--- config.mk ---
export PLATFORM = sky130hd
export DESIGN_NAME = alu
export DESIGN_NICKNAME = d
export VERILOG_FILES = /design/src/rtl/alu.sv
export SDC_FILE = /design/constraint.sdc
export NUM_CORES = 2
export LEC_CHECK = 0
export BUFFER_PORTS_ARGS = -buffer_cell sky130_fd_sc_hd__buf_2
export CELL_PAD_IN_SITES_DETAIL_PLACEMENT = 1
export CELL_PAD_IN_SITES_GLOBAL_PLACEMENT = 1
export CORE_UTILIZATION = 40
export DETAILED_ROUTE_END_ITERATION = 6
export PLACE_DENSITY_LB_ADDON = 0.1
export SETUP_SLACK_MARGIN = 0.3
export SLEW_MARGIN = 20
export SYNTH_ARGS = -nofsm -noshare
export SYNTH_HDL_FRONTEND = slang
export SYNTH_SLANG_ARGS = --single-unit
export TNS_END_PERCENT = 100
--- constraint.sdc ---
create_clock -name clk -period 0.84 [get_ports clk]
set_clock_uncertainty 0.1 [all_clocks]
set_input_delay 0.168 -clock clk [delete_from_list [all_inputs] [get_ports clk]]
set_output_delay 0.168 -clock clk [all_outputs]
set_load 0.05 [all_outputs]
--- src/rtl/alu.sv ---
// Registered single-cycle ALU. Every cycle it computes one operation and its
// {N,Z,C,V} status, and both appear on the outputs after the next rising clock edge.
module alu #(
  parameter int WIDTH = 32
) (
  input  logic             clk,
  input  logic             rst_n,
  input  logic [3:0]       ALUControl,
  input  logic [WIDTH-1:0] op1,
  input  logic [WIDTH-1:0] op2,
  output logic [WIDTH-1:0] result,
  output logic [3:0]       flags
);

  localparam int SHW = (WIDTH > 1) ? $clog2(WIDTH) : 1;
  localparam logic [WIDTH-1:0] SHIFT_LIMIT = WIDTH'(WIDTH);

  localparam logic [3:0] OP_ADD = 4'b0000;
  localparam logic [3:0] OP_SUB = 4'b0001;
  localparam logic [3:0] OP_MUL = 4'b0010;
  localparam logic [3:0] OP_DIV = 4'b0011;
  localparam logic [3:0] OP_AND = 4'b0100;
  localparam logic [3:0] OP_OR  = 4'b0101;
  localparam logic [3:0] OP_SHL = 4'b0110;
  localparam logic [3:0] OP_SHR = 4'b0111;
  localparam logic [3:0] OP_MOV = 4'b1000;

  logic [WIDTH:0]   sum_s;
  logic [WIDTH-1:0] diff_s;
  logic [WIDTH-1:0] prod_s;
  logic [WIDTH-1:0] quot_s;
  logic [WIDTH-1:0] shl_s;
  logic [WIDTH-1:0] shr_s;
  logic [SHW-1:0]   shamt_s;
  logic             shift_oob_s;
  logic [WIDTH-1:0] res_s;
  logic             carry_s;
  logic             ovf_s;
  logic [3:0]       flags_s;
  logic [WIDTH-1:0] result_r;
  logic [3:0]       flags_r;

  // Operation units, all evaluated in parallel every cycle.
  always_comb begin
    sum_s       = {1'b0, op1} + {1'b0, op2};
    diff_s      = op1 - op2;
    prod_s      = op1 * op2;
    shamt_s     = op2[SHW-1:0];
    // Any shift amount of WIDTH or more (including upper bits set) clears the result.
    shift_oob_s = (op2 >= SHIFT_LIMIT);
    if (op2 == {WIDTH{1'b0}}) begin
      quot_s = {WIDTH{1'b1}};
    end else begin
      quot_s = op1 / op2;
    end
    if (shift_oob_s) begin
      shl_s = {WIDTH{1'b0}};
      shr_s = {WIDTH{1'b0}};
    end else begin
      shl_s = op1 << shamt_s;
      shr_s = op1 >> shamt_s;
    end
  end

  // Result select plus carry/overflow, which only add and subtract produce.
  always_comb begin
    res_s   = {WIDTH{1'b0}};
    carry_s = 1'b0;
    ovf_s   = 1'b0;
    case (ALUControl)
      OP_ADD: begin
        res_s   = sum_s[WIDTH-1:0];
        carry_s = sum_s[WIDTH];
        ovf_s   = (op1[WIDTH-1] == op2[WIDTH-1]) && (sum_s[WIDTH-1] != op1[WIDTH-1]);
      end
      OP_SUB: begin
        res_s   = diff_s;
        carry_s = (op1 >= op2);
        ovf_s   = (op1[WIDTH-1] != op2[WIDTH-1]) && (diff_s[WIDTH-1] != op1[WIDTH-1]);
      end
      OP_MUL: res_s = prod_s;
      OP_DIV: res_s = quot_s;
      OP_AND: res_s = op1 & op2;
      OP_OR:  res_s = op1 | op2;
      OP_SHL: res_s = shl_s;
      OP_SHR: res_s = shr_s;
      OP_MOV: res_s = op1;
      default: begin
        res_s   = {WIDTH{1'b0}};
        carry_s = 1'b0;
        ovf_s   = 1'b0;
      end
    endcase
    flags_s = {res_s[WIDTH-1], (res_s == {WIDTH{1'b0}}), carry_s, ovf_s};
  end

  // Output register; reset clears it asynchronously, so an in-flight result is dropped.
  always_ff @(posedge clk or negedge rst_n) begin
    if (!rst_n) begin
      result_r <= {WIDTH{1'b0}};
      flags_r  <= 4'b0000;
    end else begin
      result_r <= res_s;
      flags_r  <= flags_s;
    end
  end

  assign result = result_r;
  assign flags  = flags_r;

endmodule

==> results of run 1 <==
## metrics by stage
stage	area (sq um)	hold WS (ns)	cells	TNS, ns
3_3_place_gp	80400	0.0482	11900	-997.18
2_1_floorplan	57500	-0.228	7525	-917.60
3_5_place_dp	80400	0.0544	11900	-1042.27
4_1_cts	86500	-0.285	12300	-970.75
## what timing repair did
| action | in CTS |
|---|---|
| buffers inserted | 323 |
| gates resized for setup | 722 |
| gates cloned | 5 |
| hold endpoints to repair | 35 |
| pin swaps | 319 |
| endpoints found under the setup margin | 71 |
## cells in the mapped netlist, drive strengths merged (59+ instances only)
master and number:
a211oi 93, a21o 211, a21oi 536, a31oi 94
and2 60, buf 86, clkbuf 273, fa 410
ha 751, inv 705, mux2 69, mux2i 69
nand2 912, nand2b 68, nand3 120, nor2 724
nor3 199, o211ai 79, o21a 137, o21ai 417
o31ai 59, or3 80, xnor2 254, xor2 168
## cells by family after synthesis
family	share of synthesized area, %
xor+xnor	6.76
simple gates	21.2
flops	1.60
mux	4.95
compound gates	25.9
fa+ha+maj	32.2
buf+inv	7.44
## layer usage
layer / overflow / global-route usage (%)
met2: 132 / 93.5
met5: 0 / 24.0
met3: 5 / 55.7
met4: 95 / 75.0
met1: 1 / 74.0
==> flow_summary_export.csv, run 1 <==
group,metric,value,unit
yosys,synth_flop_cell,"dfrtp_1",
floorplan,start_util,40.3,%
place,preCtsSetupSlack,-66.31,ns
floorplan,die_w,372,microns
yosys,yosysTopAreaCellShare,17.2,%
global_route,grt-ovfl-total,233,
place,gp_congestion,1.10,
clock_network,h-tree-depth,2,
place,dp_hpwl,318000,microns
global_route,first_global_vias,101000,
yosys,synth-async-reset-ratio,100,%
yosys,syn-num-nets,8756,
floorplan,io_pins,106,
outcome,status,"stopped before the end",
global_route,grt_max_degree,61,
yosys,synth_largest_area_cell,"ha_1",
clock_network,max-clock-path-buffers,2,
yosys,synth_edf_count,0,
yosys,yosysUniqueCellTypes,113,
floorplan,die_height,372,microns
yosys,synthCells,7525,
outcome,lastStage,"5_1_grt",
clock_network,cts-root-buf,"clkbuf_16",
yosys,ys_seq_area_share,1.60,%
place,io_buffers,105,
yosys,ys_ff_latch,35,
yosys,syn_avg_cell_area,7.27,sq um
global_route,global_route.usage.total,74.3,%
outcome,tool.error,"[ERROR GRT-0116] Global routing finished with congestion. Check the congestion regions in the DRC Viewer.",
yosys,ys_warn_count,0,
global_route,grt_pass1_wl,745000,microns
yosys,syn_area,0.0547,sq mm
clock_network,cts_buffers,5,
yosys,synth_area_leaders,"ha_1, fa_1, nand2_1",
clock_network,cts.sinks,35,
floorplan,rows,135,
==> inputs of run 2 (changes only) <==
CELL_PAD_IN_SITES_DETAIL_PLACEMENT = default   (was 1)
CELL_PAD_IN_SITES_GLOBAL_PLACEMENT = default   (was 1)
CORE_UTILIZATION = 25   (was 40)
PLACE_DENSITY_LB_ADDON = 0.15   (was 0.1)
SETUP_SLACK_MARGIN = default   (was 0.3)
==> run 2 against run 1 <==
Net effect: the flow now finishes, with violations (hold timing, setup timing); synthesized cell count did not move; synthesized area did not move.
==> flow_summary_export.csv, run 2 <==
group,metric,value,unit
timing,finalMaxSlewViolations,0,
clock_network,h-tree-depth,2,
yosys,ys_seq_area_share,1.60,%
global_route,global_route.usage.total,30.8,%
yosys,yosysTopAreaCellShare,17.2,%
yosys,synth_compound_area_share,25.9,%
detailed_routing,avgViaCountPerCell,5.26,
outcome,status,"complete, but fails checks",
floorplan,die_w,470,microns
yosys,synth_commonest_cells,"nand2_1, ha_1, nor2_1",
global_route,grt_antenna_before_repair,29,
pwr,cellLeakagePower,44.1,nW
floorplan,die-area,0.221,sq mm
timing,period_share,7270,%
detailed_routing,drt_pass1_iterations,5,
floorplan,coreArea,0.217,sq mm
global_route,grt_pass1_wl,501000,microns
clock_network,cts_tree,"yes",
yosys,synth-async-reset-ratio,100,%
clock_network,cts_hold_buf,1,
timing,finalWorstSetupSlack,-60.19,ns
final_layout,final.fill_count,22500,
final_layout,areaGrowthSynthToFinish,65.3,%
yosys,synth.most_common_cell,"nand2_1",
pwr,irDropWorstVdd,0.00521,V
detailed_routing,wl,350000,microns
clock_network,max-clock-path-buffers,2,
timing,final_hold_viol_count,35,
final_layout,largest_register_ffs,31,
yosys,synth_fa_ha_area_share,32.2,%
place,io_buffers,105,
floorplan,start_util,25.2,%
detailed_routing,wl_per_cell,25.9,microns
yosys,syn_avg_cell_area,7.27,sq um
critical_path,crit_slowest_cell,"or4_4",
clock_network,cts-root-buf,"clkbuf_16",
global_route,grt_max_degree,49,
final_layout,drive_above_1_share,43.0,%
detailed_routing,route.detailed.drc,0,
critical_path,cp_top_family,"compound AO/OA/AOI/OAI gates",
yosys,synth_largest_area_cell,"ha_1",
critical_path,arrival,61.22,ns
yosys,synth_area_leaders,"ha_1, fa_1, nand2_1",
timing,fin_crit,61.03,ns
floorplan,rows,171,
floorplan,die_height,470,microns
place,gp_congestion,1.03,
final_layout,final_common_cell,"buf_4",
detailed_routing,dr.first_iter.drc_count,5454,
final_layout,nets,11900,
detailed_routing,ant_nets,0,
clock_network,cts.sinks,35,
min_path,hp-class,"in -> async",
yosys,synthCells,7525,
yosys,synthMuxAreaShare,4.95,%
place,dpl_cell_area,0.0823,sq mm
timing,rsz0062_at_grt,"yes",
pwr,powerDensity,1850,mW/mm^2
yosys,synth_top_family_by_area,"adder cells",
detailed_routing,vias,71100,
critical_path,slowest_delay,0.56,ns
critical_path,crit_buf_inv,66,
yosys,ys_warn_count,0,
global_route,first_global_vias,72100,
place,dp_hpwl,284000,microns
timing,fmax,16.4,MHz
yosys,ys_ff_latch,35,
outcome,failed_checks,"hold timing, setup timing",
yosys,synth_xor_area_share,6.76,%
clock_network,clk_pin_slew,0.11,ns
timing,worst_pin_slew,1.09,ns
global_route,grt-ovfl-total,0,
critical_path,critPathLaunchType,"input port",
timing,setup_viol,71,
yosys,yosysUniqueCellTypes,113,
yosys,synth_flop_cell,"dfrtp_1",
critical_path,crit_top_cell,"buf_4",
yosys,syn-num-nets,8756,
yosys,yosys.area_share.simple,21.2,%
clock_network,cts_buffers,5,
floorplan,io_pins,106,
final_layout,final_cell_area,0.0904,sq mm
critical_path,critPathKind,"in -> reg",
final_layout,final_cell_mix,"buf_4, nand2_1, nor2_1",
timing,max_slew_margin,26.5,%
place,preCtsSetupSlack,-64.49,ns
timing,fin_tns_setup,-966.62,ns
critical_path,cp.required,1.03,ns
run,maxCapViolCount,0,
critical_path,cp_max_fo,8,
critical_path,cp-end-kind,"flip-flop",
yosys,syn_area,0.0547,sq mm
yosys,synth_edf_count,0,
timing,fin_hold_ws,-0.231,ns
-- run 2: cell families (layout without fill, tap and decap cells) --
group | after synthesis | in the layout
buf+inv | 1069 | 4170
flops | 35 | 35
fa+ha+maj | 1161 | 1161
mux | 193 | 193
simple gates | 2515 | 2515
compound gates | 2130 | 2132
other cells | 0 | 18
xor+xnor | 422 | 422
-- run 2: repair_timing --
item	4_1_cts	5_1_grt
cloned	10	1
hold endpoints to repair	35	35
buffers inserted	277	106
pin swaps	224	238
setup endpoints to repair	71	85
resized for setup	668	364
-- run 2: worst paths after layout --
path / startpoint / end / slack, ns / cells past startpoint
worst max-delay path: op2[9] / flags[2] / -60.19 / 315
worst min-delay path: rst_n / flags[1] / -0.23 / 3
min in group clk: op1[31] / flags[0] / 0.59 / 4
max in group asynchronous: rst_n / result[1] / 0.36 / 3
-- run 2: routing by layer --
| metal | routed length [microns] | vias to the layer above | GRT usage [%] | share of wire, % |
|---|---|---|---|---|
| li1 | - | 32900 | - | - |
| met1 | 153000 | 35200 | 40.8 | 44 |
| met2 | 156000 | 2343 | 50.1 | 45 |
| met3 | 21400 | 612 | 3.76 | 6.1 |
| met4 | 18800 | 14 | 13.0 | 5.4 |
| met5 | 95 | - | 0 | 0.027 |
-- run 2: tightest hold or removal path, stage by stage --
cell            delay (ns)
dlymetal6s4s_1        0.15
buf_2                 0.12
buf_12                0.19
-- run 2: cell type report --
class                      count  area, sq um  area share [%]
multi-input combinational   6423        55700            61.6
timing repair buffer        3452        27300            30.2
tap                         2854         3570            3.95
inverter                     710         2700            2.99
sequential                    35          918            1.02
clock buffer                   5          125           0.138
antenna                       18         45.0          0.0498
clock inverter                 3         23.8          0.0263
-- run 2: where the power goes --
group / internal (mW) / leakage [nW] / switching [mW] / total [mW]
sequential: 2.22 / 0.401 / 0.385 / 2.60
combinational: 76.6 / 43.6 / 85.5 / 162
clock: 1.13 / 0.0666 / 1.44 / 2.57
total: 80.0 / 44.1 / 87.3 / 167
-- run 2: stage by stage --
stage          total power, mW  util, %  hold WS [ns]  cells
2_1_floorplan             95.7        -        -0.228   7525
3_3_place_gp               158     37.9        0.0322  13100
3_5_place_dp               159     37.9        0.0363  13100
4_1_cts                    165     40.4         0.148  13400
5_1_grt                    177     41.6        -0.157  13500
6_report                   167     41.6        -0.231  13500
No activity file was read; power rests on OpenSTA's default activity.
